File: src/rtl/mux_scan_ctrl_pkg.sv
// mux_scan_ctrl_pkg
//   Shared definitions for the mux scan controller: FSM state encoding,
//   channel count, select width, terminal select value and a parity helper.
//   Optional feature macro used by the controller: SCAN_PARITY_EN.
package mux_scan_ctrl_pkg;

   localparam int unsigned NUM_CH = 8;
   localparam int unsigned SEL_W  = 3;

   localparam logic [SEL_W-1:0] SEL_LAST = 3'd7;

   typedef enum logic [1:0] {
      ST_IDLE   = 2'd0,
      ST_SETTLE = 2'd1,
      ST_SAMPLE = 2'd2,
      ST_DONE   = 2'd3
   } state_e;

   function automatic logic word_parity(input logic [NUM_CH-1:0] w);
      return ^w;
   endfunction

endpackage

File: src/rtl/mux_scan_ctrl_sel_counter.sv
// scan_sel_counter
//   3-bit select counter for the mux scan. Clear has priority over increment;
//   the count saturates at SEL_LAST so it never passes the last channel.
//   Ports:
//     clk, reset   clock, asynchronous active-high reset
//     clr_i        force count to 0
//     inc_i        advance count by one (ignored at the terminal value)
//     sel_o        current select value
//     last_o       high when sel_o is the terminal value
module scan_sel_counter
   import mux_scan_ctrl_pkg::*;
(
   input  logic             clk,
   input  logic             reset,
   input  logic             clr_i,
   input  logic             inc_i,
   output logic [SEL_W-1:0] sel_o,
   output logic             last_o
);

   logic [SEL_W-1:0] sel_q;
   logic [SEL_W-1:0] sel_d;

   always_comb begin
      sel_d = sel_q;
      if (clr_i) begin
         sel_d = '0;
      end else if (inc_i && (sel_q != SEL_LAST)) begin
         sel_d = sel_q + 3'd1;
      end
   end

   always_ff @(posedge clk or posedge reset) begin
      if (reset) begin
         sel_q <= '0;
      end else begin
         sel_q <= sel_d;
      end
   end

   assign sel_o  = sel_q;
   assign last_o = (sel_q == SEL_LAST);

endmodule

File: src/rtl/mux_scan_ctrl.sv
// mux_scan_ctrl
//   Scan controller for an 8:1 mux tree. On start it steps the select through
//   all eight channels, captures mux_out into bit sel of a word, then presents
//   the complete word on data with a one-cycle done pulse.
//   Parameter:
//     SETTLE_CYCLES  idle cycles after each select change before sampling (0..15)
//   Ports:
//     clk      clock, rising edge
//     reset    asynchronous active-high reset
//     start    scan request, sampled only in IDLE
//     mux_out  output of the mux tree
//     sel      registered select to the mux tree
//     busy     high from start acceptance until done
//     done     one-cycle pulse, data valid
//     data     last completed scan word
//     parity   XOR of the completed word (only with SCAN_PARITY_EN defined)
module mux_scan_ctrl
   import mux_scan_ctrl_pkg::*;
#(
   parameter int unsigned SETTLE_CYCLES = 0
) (
   input  logic              clk,
   input  logic              reset,
   input  logic              start,
   input  logic              mux_out,
   output logic [SEL_W-1:0]  sel,
   output logic              busy,
   output logic              done,
   output logic [NUM_CH-1:0] data
`ifdef SCAN_PARITY_EN
   ,
   output logic              parity
`endif
);

   localparam bit          HAS_SETTLE    = (SETTLE_CYCLES != 0);
   localparam int unsigned SETTLE_LAST_I = HAS_SETTLE ? SETTLE_CYCLES - 1 : 0;
   localparam logic [3:0]  SETTLE_LAST   = SETTLE_LAST_I[3:0];

   state_e            state_q, state_d;
   logic [3:0]        settle_q, settle_d;
   logic [NUM_CH-1:0] capture_q, capture_d;
   logic [NUM_CH-1:0] data_q, data_d;
   logic              sel_clr, sel_inc, sel_last;
   logic [SEL_W-1:0]  sel_cur;

   scan_sel_counter u_sel_counter (
      .clk    (clk),
      .reset  (reset),
      .clr_i  (sel_clr),
      .inc_i  (sel_inc),
      .sel_o  (sel_cur),
      .last_o (sel_last)
   );

   // State register
   always_ff @(posedge clk or posedge reset) begin
      if (reset) begin
         state_q <= ST_IDLE;
      end else begin
         state_q <= state_d;
      end
   end

   // Next-state logic
   always_comb begin
      state_d = state_q;
      unique case (state_q)
         ST_IDLE: begin
            if (start) state_d = HAS_SETTLE ? ST_SETTLE : ST_SAMPLE;
         end
         ST_SETTLE: begin
            if (settle_q == SETTLE_LAST) state_d = ST_SAMPLE;
         end
         ST_SAMPLE: begin
            if (sel_last) state_d = ST_DONE;
            else          state_d = HAS_SETTLE ? ST_SETTLE : ST_SAMPLE;
         end
         ST_DONE: begin
            state_d = ST_IDLE;
         end
         default: state_d = ST_IDLE;
      endcase
   end

   // Output / datapath control
   always_comb begin
      busy      = 1'b0;
      done      = 1'b0;
      sel_clr   = 1'b0;
      sel_inc   = 1'b0;
      settle_d  = settle_q;
      capture_d = capture_q;
      data_d    = data_q;
      unique case (state_q)
         ST_IDLE: begin
            if (start) begin
               sel_clr   = 1'b1;
               capture_d = '0;
               settle_d  = '0;
            end
         end
         ST_SETTLE: begin
            busy     = 1'b1;
            settle_d = (settle_q == SETTLE_LAST) ? 4'd0 : settle_q + 4'd1;
         end
         ST_SAMPLE: begin
            busy             = 1'b1;
            capture_d[sel_cur] = mux_out;
            // data is published only with the final bit merged in, so it never
            // shows a partial word
            if (sel_last) data_d = capture_d;
            else          sel_inc = 1'b1;
         end
         ST_DONE: begin
            done    = 1'b1;
            sel_clr = 1'b1;
         end
         default: ;
      endcase
   end

   always_ff @(posedge clk or posedge reset) begin
      if (reset) begin
         settle_q  <= '0;
         capture_q <= '0;
         data_q    <= '0;
      end else begin
         settle_q  <= settle_d;
         capture_q <= capture_d;
         data_q    <= data_d;
      end
   end

   assign sel  = sel_cur;
   assign data = data_q;

`ifdef SCAN_PARITY_EN
   logic parity_q;

   always_ff @(posedge clk or posedge reset) begin
      if (reset) begin
         parity_q <= 1'b0;
      end else if ((state_q == ST_SAMPLE) && sel_last) begin
         parity_q <= word_parity(capture_d);
      end
   end

   assign parity = parity_q;
`endif

endmodule

File: config.mk
export PLATFORM = sky130hd
export DESIGN_NAME = mux_scan_ctrl
export DESIGN_NICKNAME = d
export VERILOG_FILES = /design/src/rtl/mux_scan_ctrl_pkg.sv /design/src/rtl/mux_scan_ctrl_sel_counter.sv /design/src/rtl/mux_scan_ctrl.sv
export SDC_FILE = /design/constraint.sdc
export NUM_CORES = 1
export LEC_CHECK = 0
export BUFFER_PORTS_ARGS = -buffer_cell sky130_fd_sc_hd__buf_4
export CAP_MARGIN = 5
export CORE_ASPECT_RATIO = 1.25
export CORE_MARGIN = 8
export CORE_UTILIZATION = 57
export CTS_CLUSTER_SIZE = 25
export DETAILED_ROUTE_END_ITERATION = 12
export PLACE_DENSITY = 0.78
export SLEW_MARGIN = 10
export SYNTH_ARGS = -nofsm -noshare
export SYNTH_HDL_FRONTEND = slang
export SYNTH_HIERARCHICAL = 1
export SYNTH_SLANG_ARGS = --single-unit
File: constraint.sdc
create_clock -name clk -period 2.3 [get_ports clk]
set_input_delay 0.23 -clock clk [delete_from_list [all_inputs] [get_ports clk]]
set_output_delay 0.23 -clock clk [all_outputs]
set_load 0.02 [all_outputs]
# Word-level counts from Yosys, hierarchy flattened
# Cells that the tools add are included.
[totals]
out_inout_bits = 13
ff_bits = 25
inputBits = 4
[classes]
add_sub_neg = 2
n_eq_ne = 7
n_reduce_logical = 12
mux = 20
n_lt_le_gt_ge = 2
[ops]
columns = ["cell", "n"]
rows = [
  ["8-bit one-hot mux with 2 select lines", 1],
  ["8-bit bitwise mux", 1],
  ["4-bit 2-to-1 mux", 2],
  ["8-bit 2-to-1 mux", 1],
  ["2-bit one-hot mux with 4 select lines", 1],
  ["4-bit one-hot mux with 2 select lines", 1],
  ["2-bit AND reduction", 4],
  ["1-bit 2-to-1 mux", 7],
  ["3-bit 2-to-1 mux", 2],
  ["2-bit nonzero test", 3],
  ["4-bit by 1-bit adder with 4-bit output (second input constant)", 1],
  ["2-bit == test (second input constant)", 2],
  ["4-bit logical NOT", 1],
  ["3-bit by 4-bit less-than comparator with 1-bit output (second input constant)", 1],
  ["2-bit 2-to-1 mux", 2],
  ["2-bit != test (second input constant)", 2],
  ["3-bit by 1-bit adder with 3-bit output (second input constant)", 1],
  ["1-bit demux with 3-bit select", 1],
  ["3-bit == test (second input constant)", 1],
  ["3-bit by 1-bit >= comparator with 1-bit output (second input constant)", 1],
  ["3-bit != test (second input constant)", 1],
  ["2-bit by 1-bit == test with 1-bit output (second input constant)", 1],
  ["1-bit logical AND", 2],
  ["2-bit logical NOT", 1],
  ["other kinds (2)", 2],
]

# Logic depth before layout (Yosys ltp)
# Gate-level depths: netlist (run 1).
[depth]
word_depth = 6
mapped_depth = 6

# Modules after synthesis
# The synthesis (run 1) kept the hierarchy.
[by_module_without_submodules]
columns = ["mod", "n_inst", "seq_area_each_um2", "area_each_um2", "cells_each"]
rows = [
  ["mux_scan_ctrl", 1, 550.5, 1222.4, 122],
  ["scan_sel_counter", 1, 75.1, 187.7, 16],
]

# Worst setup path before layout (run 1)
# Ideal clock, no wire load.
[synth_path]
kind = "reg2reg"
startpoint = "register u_sel_counter.sel_q[0] (netlist: u_sel_counter/sel_o[0])"
endpoint = "register u_sel_counter.sel_q[0] (netlist: u_sel_counter/sel_o[0])"
path_buffers = 0
stages_incl_launch_ff = 6
required_ns = 2.175
setup_ns = 0.125
arrival_time_ns = 1.687
path_slack_ns = 0.488
path_cell_list = "dfrtp_1 -> ha_1 -> ha_1 -> nor2b_1 -> nor2b_4 -> mux2_4"
[synth_via]
elab_chain_len = 5
elab_cells_between_ends = 9
[synth_rtl]
columns = ["element", "line", "rtl"]
rows = [
  ["from (decl)", "mux_scan_ctrl_sel_counter.sv:21", "logic [SEL_W-1:0] sel_q;"],
  ["from (signal assigned)", "mux_scan_ctrl_sel_counter.sv:37", "sel_q <= sel_d;"],
  ["3-bit == test", "mux_scan_ctrl_sel_counter.sv:42", "assign last_o = (sel_q == SEL_LAST);"],
  ["via sel_last", "mux_scan_ctrl.sv:44", "logic sel_clr, sel_inc, sel_last;"],
  ["1-bit 2-to-1 mux", "mux_scan_ctrl.sv:112", "if (sel_last) data_d = capture_d;"],
  ["1-bit 2-to-1 mux", "mux_scan_ctrl.sv:95", "unique case (state_q)"],
  ["via sel_inc", "mux_scan_ctrl.sv:44", ""],
  ["1-bit logical AND", "mux_scan_ctrl_sel_counter.sv:28", "end else if (inc_i && (sel_q != SEL_LAST)) begin"],
  ["2-bit nonzero test (no line)", "--", ""],
]
# The timed path passes the listed nets, and every way through them passes these cells. The select of a mux whose other input is x is not followed.
# A chain may end at the register's enable or synchronous reset.

# Worst setup path in the final report (run 1)
# Ends and elaborated chain as after synthesis.

==> results.md, run 1 <==
| Group | Metric | Value |
|:---|:---|:---|
| sta | Achievable Freq | 0.520 GHz |
| place | HPWL after DPL | 2.12 mm |
| clock network | Longest Clk Path Bufs | 2 |
| logic synthesis | Number of flops mapped to enable cells by yosys | 0 |
| outcome | Run status | finished, final reports clean |
| setup path | Type of element launching the critical path | flip-flop |
| clock network | CTS H-tree depth | 1 |
| cells and area | Area taken by flip-flops and latches | 626 um2 |
| clock network | Number of gates given a new drive strength after cts | 0 |
| clock network | TritonCTS clock tree | done |
| logic synthesis | Synthesized instance count | 138 |
| logic synthesis | Fraction of synthesized cell area in xor and xnor cells | 0 |
| floorplanning | Num rows | 20 |
| min path | Worst Hold Class | input pin to flip-flop |
| sta | Worst-margin pin slew | 834 ps |
| drt | Post-route ant nets | 0 |
| setup path | Crit Reg-Reg Startpoint | u_sel_counter/sel_o[0] |
| sta | Final-report setup violation count | 0 |
| cells and area | Fraction of layout instances using a drive strength above 1 | 0.181 |
| logic synthesis | Average cell area after synthesis | 10.2 um2 |
| logic synthesis | Flop and latch count out of synthesis | 25 |
| job | # Max-Cap Violations | 0 |
| power and ir drop | Standby leakage power | 0.000771 uW |
| logic synthesis | Proportion of synthesized flip-flops having asynchronous set or reset | 1.00 |
| logic synthesis | Biggest area contributors in the synthesized netlist | dfrtp_1 (44%), ha_1 (8.0%), mux2i_1 (7.8%) |
| drt | Routed WL | 2.87 mm |
| global routing | Vias in the first global route | 1041 |
| logic synthesis | Syn_nets | 151 |
| drt | Number of optimization iterations in the first detailed-route pass | 4 |
| setup path | Type of element capturing the critical path | flip-flop |
| logic synthesis | Post-synth top area cell | dfrtp_1 |
| clock network | Clock slew at reported path FFs | 140 ps |
| logic synthesis | Register area share after synthesis | 0.444 |
| drt | Number of design rule violations left after detail routing | 0 |
| floorplanning | DIE AREA | 0.00433 mm2 |
| floorplanning | Die Ht | 71.6 um |
| clock network | Number of sinks on the clock net | 25 |
| setup path | Beginning of the critical path | u_sel_counter/sel_o[0] |
| clock network | Total clock buffers created by CTS | 3 |
| drt | Routed vias/inst | 5.58 |
| logic synthesis | Largest family of logic cells by synthesized area | simple AND/OR/NAND/NOR gates |
| logic synthesis | Number of distinct library cells after synthesis | 31 |
| sta | Aggregate negative setup slack | 0 ps |
| logic synthesis | Post-synthesis simple-gate area fraction | 0.225 |
| global routing | Largest net degree at the start of global routing | 23 |
| logic synthesis | Top flip-flop cell by instance count after synthesis | dfrtp_1 |
| sta | Share of the clock period used by the worst path after layout | 0.835 |
| drt | Iteration-0 DRC count of the detailed router | 26 |
| logic synthesis | Total of warnings raised by yosys | 6 |
| logic synthesis | Top-area cell type share of the netlist area | 0.444 |
| logic synthesis | Post-synthesis adder-cell area fraction | 0.0799 |
| sta | Tmin final | 1920 ps |
| sta | Unrepaired setup endpoints after global routing | no |
| floorplanning | Core box area | 0.00240 mm2 |
| setup path | CP required | 2530 ps |
| logic synthesis | Fraction of the mapped netlist area in compound gates | 0.122 |
| sta | Final slew viol count | 0 |
| global routing | Initial antenna violation count | 0 |
| place | Final estimated routing congestion in global placement | 0.737 |
| power and ir drop | Pwr/cell area | 1460 mW/mm2 |
| clock network | Clock latency on the worst-skew pair | 320 ps |
| cells and area | Diode count | 0 |
| cells and area | Multi-input logic area | 742 um2 |
| global routing | Remaining global-route overflow | 0 |
| cells and area | Number of filler cells placed in the layout | 207 |
| power and ir drop | Max IR drop VDD | 726 uV |
| setup path | Signal arrival time at the worst endpoint | 2150 ps |
| sta | Relative slew slack | 0.443 |
| logic synthesis | Multiplexer share of the synthesized area | 0.0985 |
| global routing | First-pass GRT wire length | 4.99 mm |
| drt | Vias post-DR | 1049 |
| global routing | Overall global routing resource usage | 0.151 |
| place | Total of buffers placed on input and output ports | 16 |
| setup path | Category of the critical setup timing path | flip-flop to flip-flop |
| floorplanning | Count of pins on the block boundary | 17 |
| sta | Worst Hold Margin | 272 ps |
| drt | Routed wire per std cell | 15.2 um |
| floorplanning | Effective utilization at floorplan | 0.587 |
| cells and area | Layout area overhead | 12.9% |
| floorplanning | Die Width | 60.5 um |
| clock network | Master cell of the clock root buffer | clkbuf_4 |
| min path | Worst Hold Launch | mux_out |
| setup path | Peak fanout along the critical path | 12 |
| cells and area | Count of nets after finishing | 169 |
| logic synthesis | Area of the mapped netlist | 0.00141 mm2 |
| power and ir drop | Post-layout total power | 2330 uW |
| sta | Final-report hold violation count | 0 |
| sta | Final worst clock skew | 2.62 ps |
## stage by stage
stage | worst slack (ps) | utilization | area (um2) | cells
2_1_floorplan | 488 | - | 1410 | 138
3_3_place_gp | 500 | 0.647 | 1560 | 183
3_5_place_dp | 422 | 0.647 | 1560 | 183
4_1_cts | 378 | 0.663 | 1590 | 188
5_1_grt | 232 | 0.663 | 1590 | 188
6_report | 378 | 0.663 | 1590 | 188
## registers in the layout, indices dropped and copies added (netlist names)
signal / count
data: 8
capture_q: 8
u_sel_counter/sel_o: 3
state_q: 2
settle_q: 4
## cells by family after synthesis
family / count (synthesis)
adder cells (fa/ha/maj): 9
flip-flops: 25
buffers and inverters: 11
AO/OA/AOI/OAI: 25
AND/OR/NAND/NOR: 55
multiplexers: 13
## routing by layer
layer / part of all wire / routed length [um] / vias up / GRT usage
li1: - / - / 525 / -
met5: 0 / 0 / - / 0
met3: 0.038 / 109 / 5 / 0.0323
met4: 0.018 / 52 / 0 / 0.0727
met2: 0.50 / 1440 / 13 / 0.254
met1: 0.44 / 1260 / 506 / 0.172
## synthesized netlist by cell type, types with 2 or more instances
cell,count
nand3_1,7
ha_1,9
nor2b_1,2
a221o_1,4
dfrtp_1,25
nand3b_1,4
inv_1,7
clkbuf_1,3
mux2i_1,11
nand2_1,22
nand4bb_1,2
o21ai_1,11
nor3b_2,3
o211ai_1,5
nor2_1,6
nand2b_1,2
## report_power, final
part	internal (uW)	total (uW)	leakage, uW	switching, uW
Combinational	589	1260	0.000441	676
Clock	68.1	203	0.0000150	135
Sequential	641	864	0.000315	222
Total	1300	2330	0.000771	1030
## layout by cell type (no fill, tap or decap)
| master | Yosys | routed |
|---|---|---|
| nor2b_1 | 2 | 2 |
| nand2b_2 | 1 | 1 |
| o211ai_1 | 5 | 5 |
| dlygate4sd3_1 | 0 | 1 |
| or3b_1 | 1 | 1 |
| nor2_1 | 6 | 6 |
| mux2i_1 | 11 | 11 |
| clkbuf_1 | 3 | 1 |
| buf_4 | 0 | 16 |
| nand2_1 | 22 | 22 |
| dfrtp_1 | 25 | 25 |
| clkbuf_4 | 0 | 3 |
| a21oi_1 | 1 | 1 |
| o21ai_1 | 11 | 11 |
| o221ai_1 | 1 | 1 |
| nand3_1 | 7 | 7 |
| nand4b_1 | 1 | 1 |
| and3_4 | 1 | 1 |
| a32o_1 | 1 | 1 |
| inv_1 | 7 | 7 |
| ha_1 | 9 | 9 |
| nor2b_4 | 1 | 1 |
| a21boi_2 | 1 | 1 |
| nand4bb_1 | 2 | 2 |
| nand3b_1 | 4 | 4 |
| o21ai_0 | 1 | 1 |
| nand2b_1 | 2 | 2 |
| mux2_4 | 1 | 1 |
| a221o_1 | 4 | 4 |
| and3_1 | 1 | 1 |
| nor3_1 | 1 | 1 |
| mux2i_2 | 1 | 1 |
| nor3b_2 | 3 | 3 |
## area by class of cell
cell class,instances,area share
inverter,7,0.0165
multi-input combinational,102,0.466
tap,33,0.0259
timing repair buffer,17,0.0818
sequential,25,0.393
clock buffer,4,0.0165
## worst paths after layout
| check | endpoint | slack, ps | cells after the start |
|---|---|---|---|
| max | u_sel_counter/sel_o[0] | 380 | 5 |
| min | data[4] | 270 | 3 |
| max reg2reg | u_sel_counter/sel_o[0] | 380 | 5 |
| min reg2reg | data[1] | 500 | 2 |
| max in group asynchronous | state_q[1] | 1170 | 3 |
| min in group asynchronous | u_sel_counter/sel_o[1] | 310 | 3 |
## critical path: stages, from the launching register on
cell,delay [ps]
dfrtp_1,550
ha_1,280
ha_1,250
nor2b_1,220
nor2b_4,220
mux2_4,310
## repair_timing
action                                 CTS  global route
endpoints found under the hold margin    3             0
hold buffers                             1             0
buffers inserted                         0             0
Note: power is estimated with default switching activity, not from simulation.
==> inputs of run 2 (changes only) <==
clock period = 1.8 ns   (was 2.3 ns; I/O delays follow)
==> run 2 against run 1 <==
Final cell count rose by 3.7%. Critical path depth did not move. Die area did not move. Combinational power rose by 43%. Setup slack got worse by 230 ps. Clock power rose by 22%. Sequential share of layout area fell by 1.2 points. Global-route usage fell by 0.87 points. Largest power group unchanged. Highest routed layer unchanged.
==> results.md, run 2 (synthesis results as in run 1) <==
| Group | Metric | Value | vs previous |
|:---|:---|:---|:---|
| cells and area | Most used cells in the layout excluding fill and tap cells | dfrtp_1 (24), buf_4 (23), nand2_1 (22) | was dfrtp_1 (25), nand2_1 (22), buf_4 (16) |
| setup path | Family with the most delay on the worst path | flip-flops | unchanged |
| sta | Final worst clock skew | 4.20 ps | was 2.62 ps |
| floorplanning | Effective utilization at floorplan | 0.587 | unchanged |
| cells and area | Post-route core utilization | 0.685 | was 0.663 |
| sta | Share of the clock period used by the worst path after layout | 0.916 | was 0.835 |
| setup path | Peak fanout along the critical path | 7 | was 12 |
| setup path | Crit-path cells | inv_1 > ha_1 > nand2b_2 > and3_4 > a221o_1 | was ha_1 > ha_1 > nor2b_1 > nor2b_4 > mux2_4 |
| place | Total of buffers placed on input and output ports | 16 | unchanged |
| global routing | Vias in the first global route | 1145 | was 1041 |
| setup path | Signal arrival time at the worst endpoint | 1860 ps | was 2150 ps |
| sta | Unrepaired setup endpoints after global routing | no | unchanged |
| drt | Routed metal-1 wirelength | 1.19 mm | was 1.26 mm |
| cells and area | Fraction of layout instances using a drive strength above 1 | 0.222 | was 0.181 |
| clock network | Master cell of the clock root buffer | clkbuf_4 | unchanged |
| drt | Iteration-0 DRC count of the detailed router | 12 | was 26 |
| power and ir drop | Standby leakage power | 0.000804 uW | was 0.000771 uW |
| drt | Vias post-DR | 1070 | was 1049 |
| drt | Post-route ant nets | 0 | unchanged |
| cells and area | Diode count | 0 | unchanged |
| power and ir drop | Max IR drop VDD | 1050 uV | was 726 uV |
| clock network | Clock latency on the worst-skew pair | 310 ps | was 320 ps |
| sta | Final slew viol count | 0 | unchanged |
| setup path | Highest-delay cell along the critical path | dfrtp_1 | unchanged |
| setup path | Max stage delay on crit path | 440 ps | was 550 ps |
| clock network | Clock slew at reported path FFs | 130 ps | was 140 ps |
| sta | Aggregate negative setup slack | 0 ps | unchanged |
| drt | Number of design rule violations left after detail routing | 0 | unchanged |
| job | # Max-Cap Violations | 0 | unchanged |
| place | Final estimated routing congestion in global placement | 0.736 | was 0.737 |
| cells and area | Layout area overhead | 16.7% | was 12.9% |
| drt | Number of optimization iterations in the first detailed-route pass | 4 | unchanged |
| clock network | Number of sinks on the clock net | 25 | unchanged |
| global routing | Overall global routing resource usage | 0.142 | was 0.151 |
| sta | Worst Hold Margin | 232 ps | was 272 ps |
| global routing | First-pass GRT wire length | 4.88 mm | was 4.99 mm |
| sta | Tmin final | 1650 ps | was 1920 ps |
| floorplanning | Num rows | 20 | unchanged |
| drt | Routed vias/inst | 5.49 | was 5.58 |
| place | Instance area at placement | 0.00161 mm2 | was 0.00156 mm2 |
| floorplanning | Core box area | 0.00240 mm2 | unchanged |
| drt | Routed wire per std cell | 13.9 um | was 15.2 um |
| floorplanning | DIE AREA | 0.00433 mm2 | unchanged |
| global routing | Initial antenna violation count | 0 | unchanged |
| setup path | Total buffers and inverters traversed by the critical path | 1 | was 0 |
| outcome | Run status | finished, final reports clean | unchanged |
| clock network | Total clock buffers created by CTS | 3 | unchanged |
| setup path | FF-to-FF setup slack | 150 ps | was 380 ps |
| cells and area | Most common cell after layout, fill and taps aside | dfrtp_1 | unchanged |
| drt | Uppermost signal routing layer after detailed routing | met4 | unchanged |
| cells and area | Final instance area | 0.00165 mm2 | was 0.00159 mm2 |
| floorplanning | Die Ht | 71.6 um | unchanged |
| clock network | Longest Clk Path Bufs | 2 | unchanged |
| global routing | Remaining global-route overflow | 0 | unchanged |
| drt | Routed WL | 2.72 mm | was 2.87 mm |
| clock network | CTS H-tree depth | 1 | unchanged |
| global routing | Largest net degree at the start of global routing | 23 | unchanged |
| cells and area | Count of nets after finishing | 176 | was 169 |
| sta | Achievable Freq | 0.606 GHz | was 0.520 GHz |
| setup path | CP required | 2010 ps | was 2530 ps |
| sta | Final-report hold violation count | 0 | unchanged |
| setup path | Type of element launching the critical path | flip-flop | unchanged |
| place | HPWL after DPL | 2.08 mm | was 2.12 mm |
| min path | Worst Hold Class | input pin to flip-flop | unchanged |
| sta | Final-report setup violation count | 0 | unchanged |
| cells and area | Number of filler cells placed in the layout | 195 | was 207 |
| floorplanning | Count of pins on the block boundary | 17 | unchanged |
| floorplanning | Die Width | 60.5 um | unchanged |
| clock network | Count of buffers added by post-CTS timing repair for setup | 0 | unchanged |
| sta | Relative slew slack | 0.680 | was 0.443 |
| setup path | Type of element capturing the critical path | flip-flop | unchanged |
| sta | Worst-margin pin slew | 471 ps | was 834 ps |
| setup path | Category of the critical setup timing path | flip-flop to flip-flop | unchanged |
| clock network | TritonCTS clock tree | done | unchanged |
| drt | Total met3 wirelength after detailed routing | 68 um | was 109 um |
| drt | Wire length on met2 | 1.42 mm | was 1.44 mm |
| power and ir drop | Pwr/cell area | 1850 mW/mm2 | was 1460 mW/mm2 |
run 2: changes by cell type in the layout (fill, tap and decap cells not counted), sizes merged:
cell and change:
buf +7
run 2: worst register-to-register path, cell delays in order (launching register included):
cell and delay [ps]:
dfrtp_1 440, inv_1 110, ha_1 280, nand2b_2 140, and3_4 220, a221o_1 350
run 2: through the flow:
step           setup WS [ps]  cells  total power (uW)
2_1_floorplan           11.5    138              2250
6_report                 151    195              3050
3_3_place_gp             233    190              2730
3_5_place_dp             164    190              2820
4_1_cts                  137    195              3080
5_1_grt                 38.4    195              3310
run 2: final cells by class:
cell class / count / area [um2] / area share
multi-input combinational: 102 / 742 / 0.451
sequential: 25 / 627 / 0.381
timing repair buffer: 24 / 183 / 0.111
tap: 33 / 41.3 / 0.0251
clock buffer: 4 / 26.3 / 0.0160
inverter: 7 / 26.3 / 0.0160
run 2: path summary, 6_finish.rpt:
kind | start | to | cells after the start
min in group asynchronous | reset | u_sel_counter/sel_o[0] | 3
max | state_q[1] | capture_q[0] | 5
max in group asynchronous | reset | capture_q[1] | 4
min reg2reg | data[5] | data[5] | 2
max reg2reg | state_q[1] | capture_q[0] | 5
min | mux_out | data[3] | 3
run 2: timing repair:
action                                  CTS  global route
hold buffers                              1             0
resized for setup                         0             0
endpoints found under the setup margin    0             0
hold endpoints to repair                 25             0
run 2: metal layers:
metal	up-vias	global-route usage
li1	536	-
met1	517	0.156
met2	13	0.255
met3	4	0.0161
met4	0	0.0701
met5	-	0
run 2: where the power goes:
| part | leakage (uW) | total [uW] | internal [uW] | switching (uW) |
|---|---|---|---|---|
| combinational | 0.000475 | 1800 | 828 | 974 |
| clock | 0.0000150 | 248 | 86.7 | 161 |
| sequential | 0.000314 | 1000 | 823 | 179 |
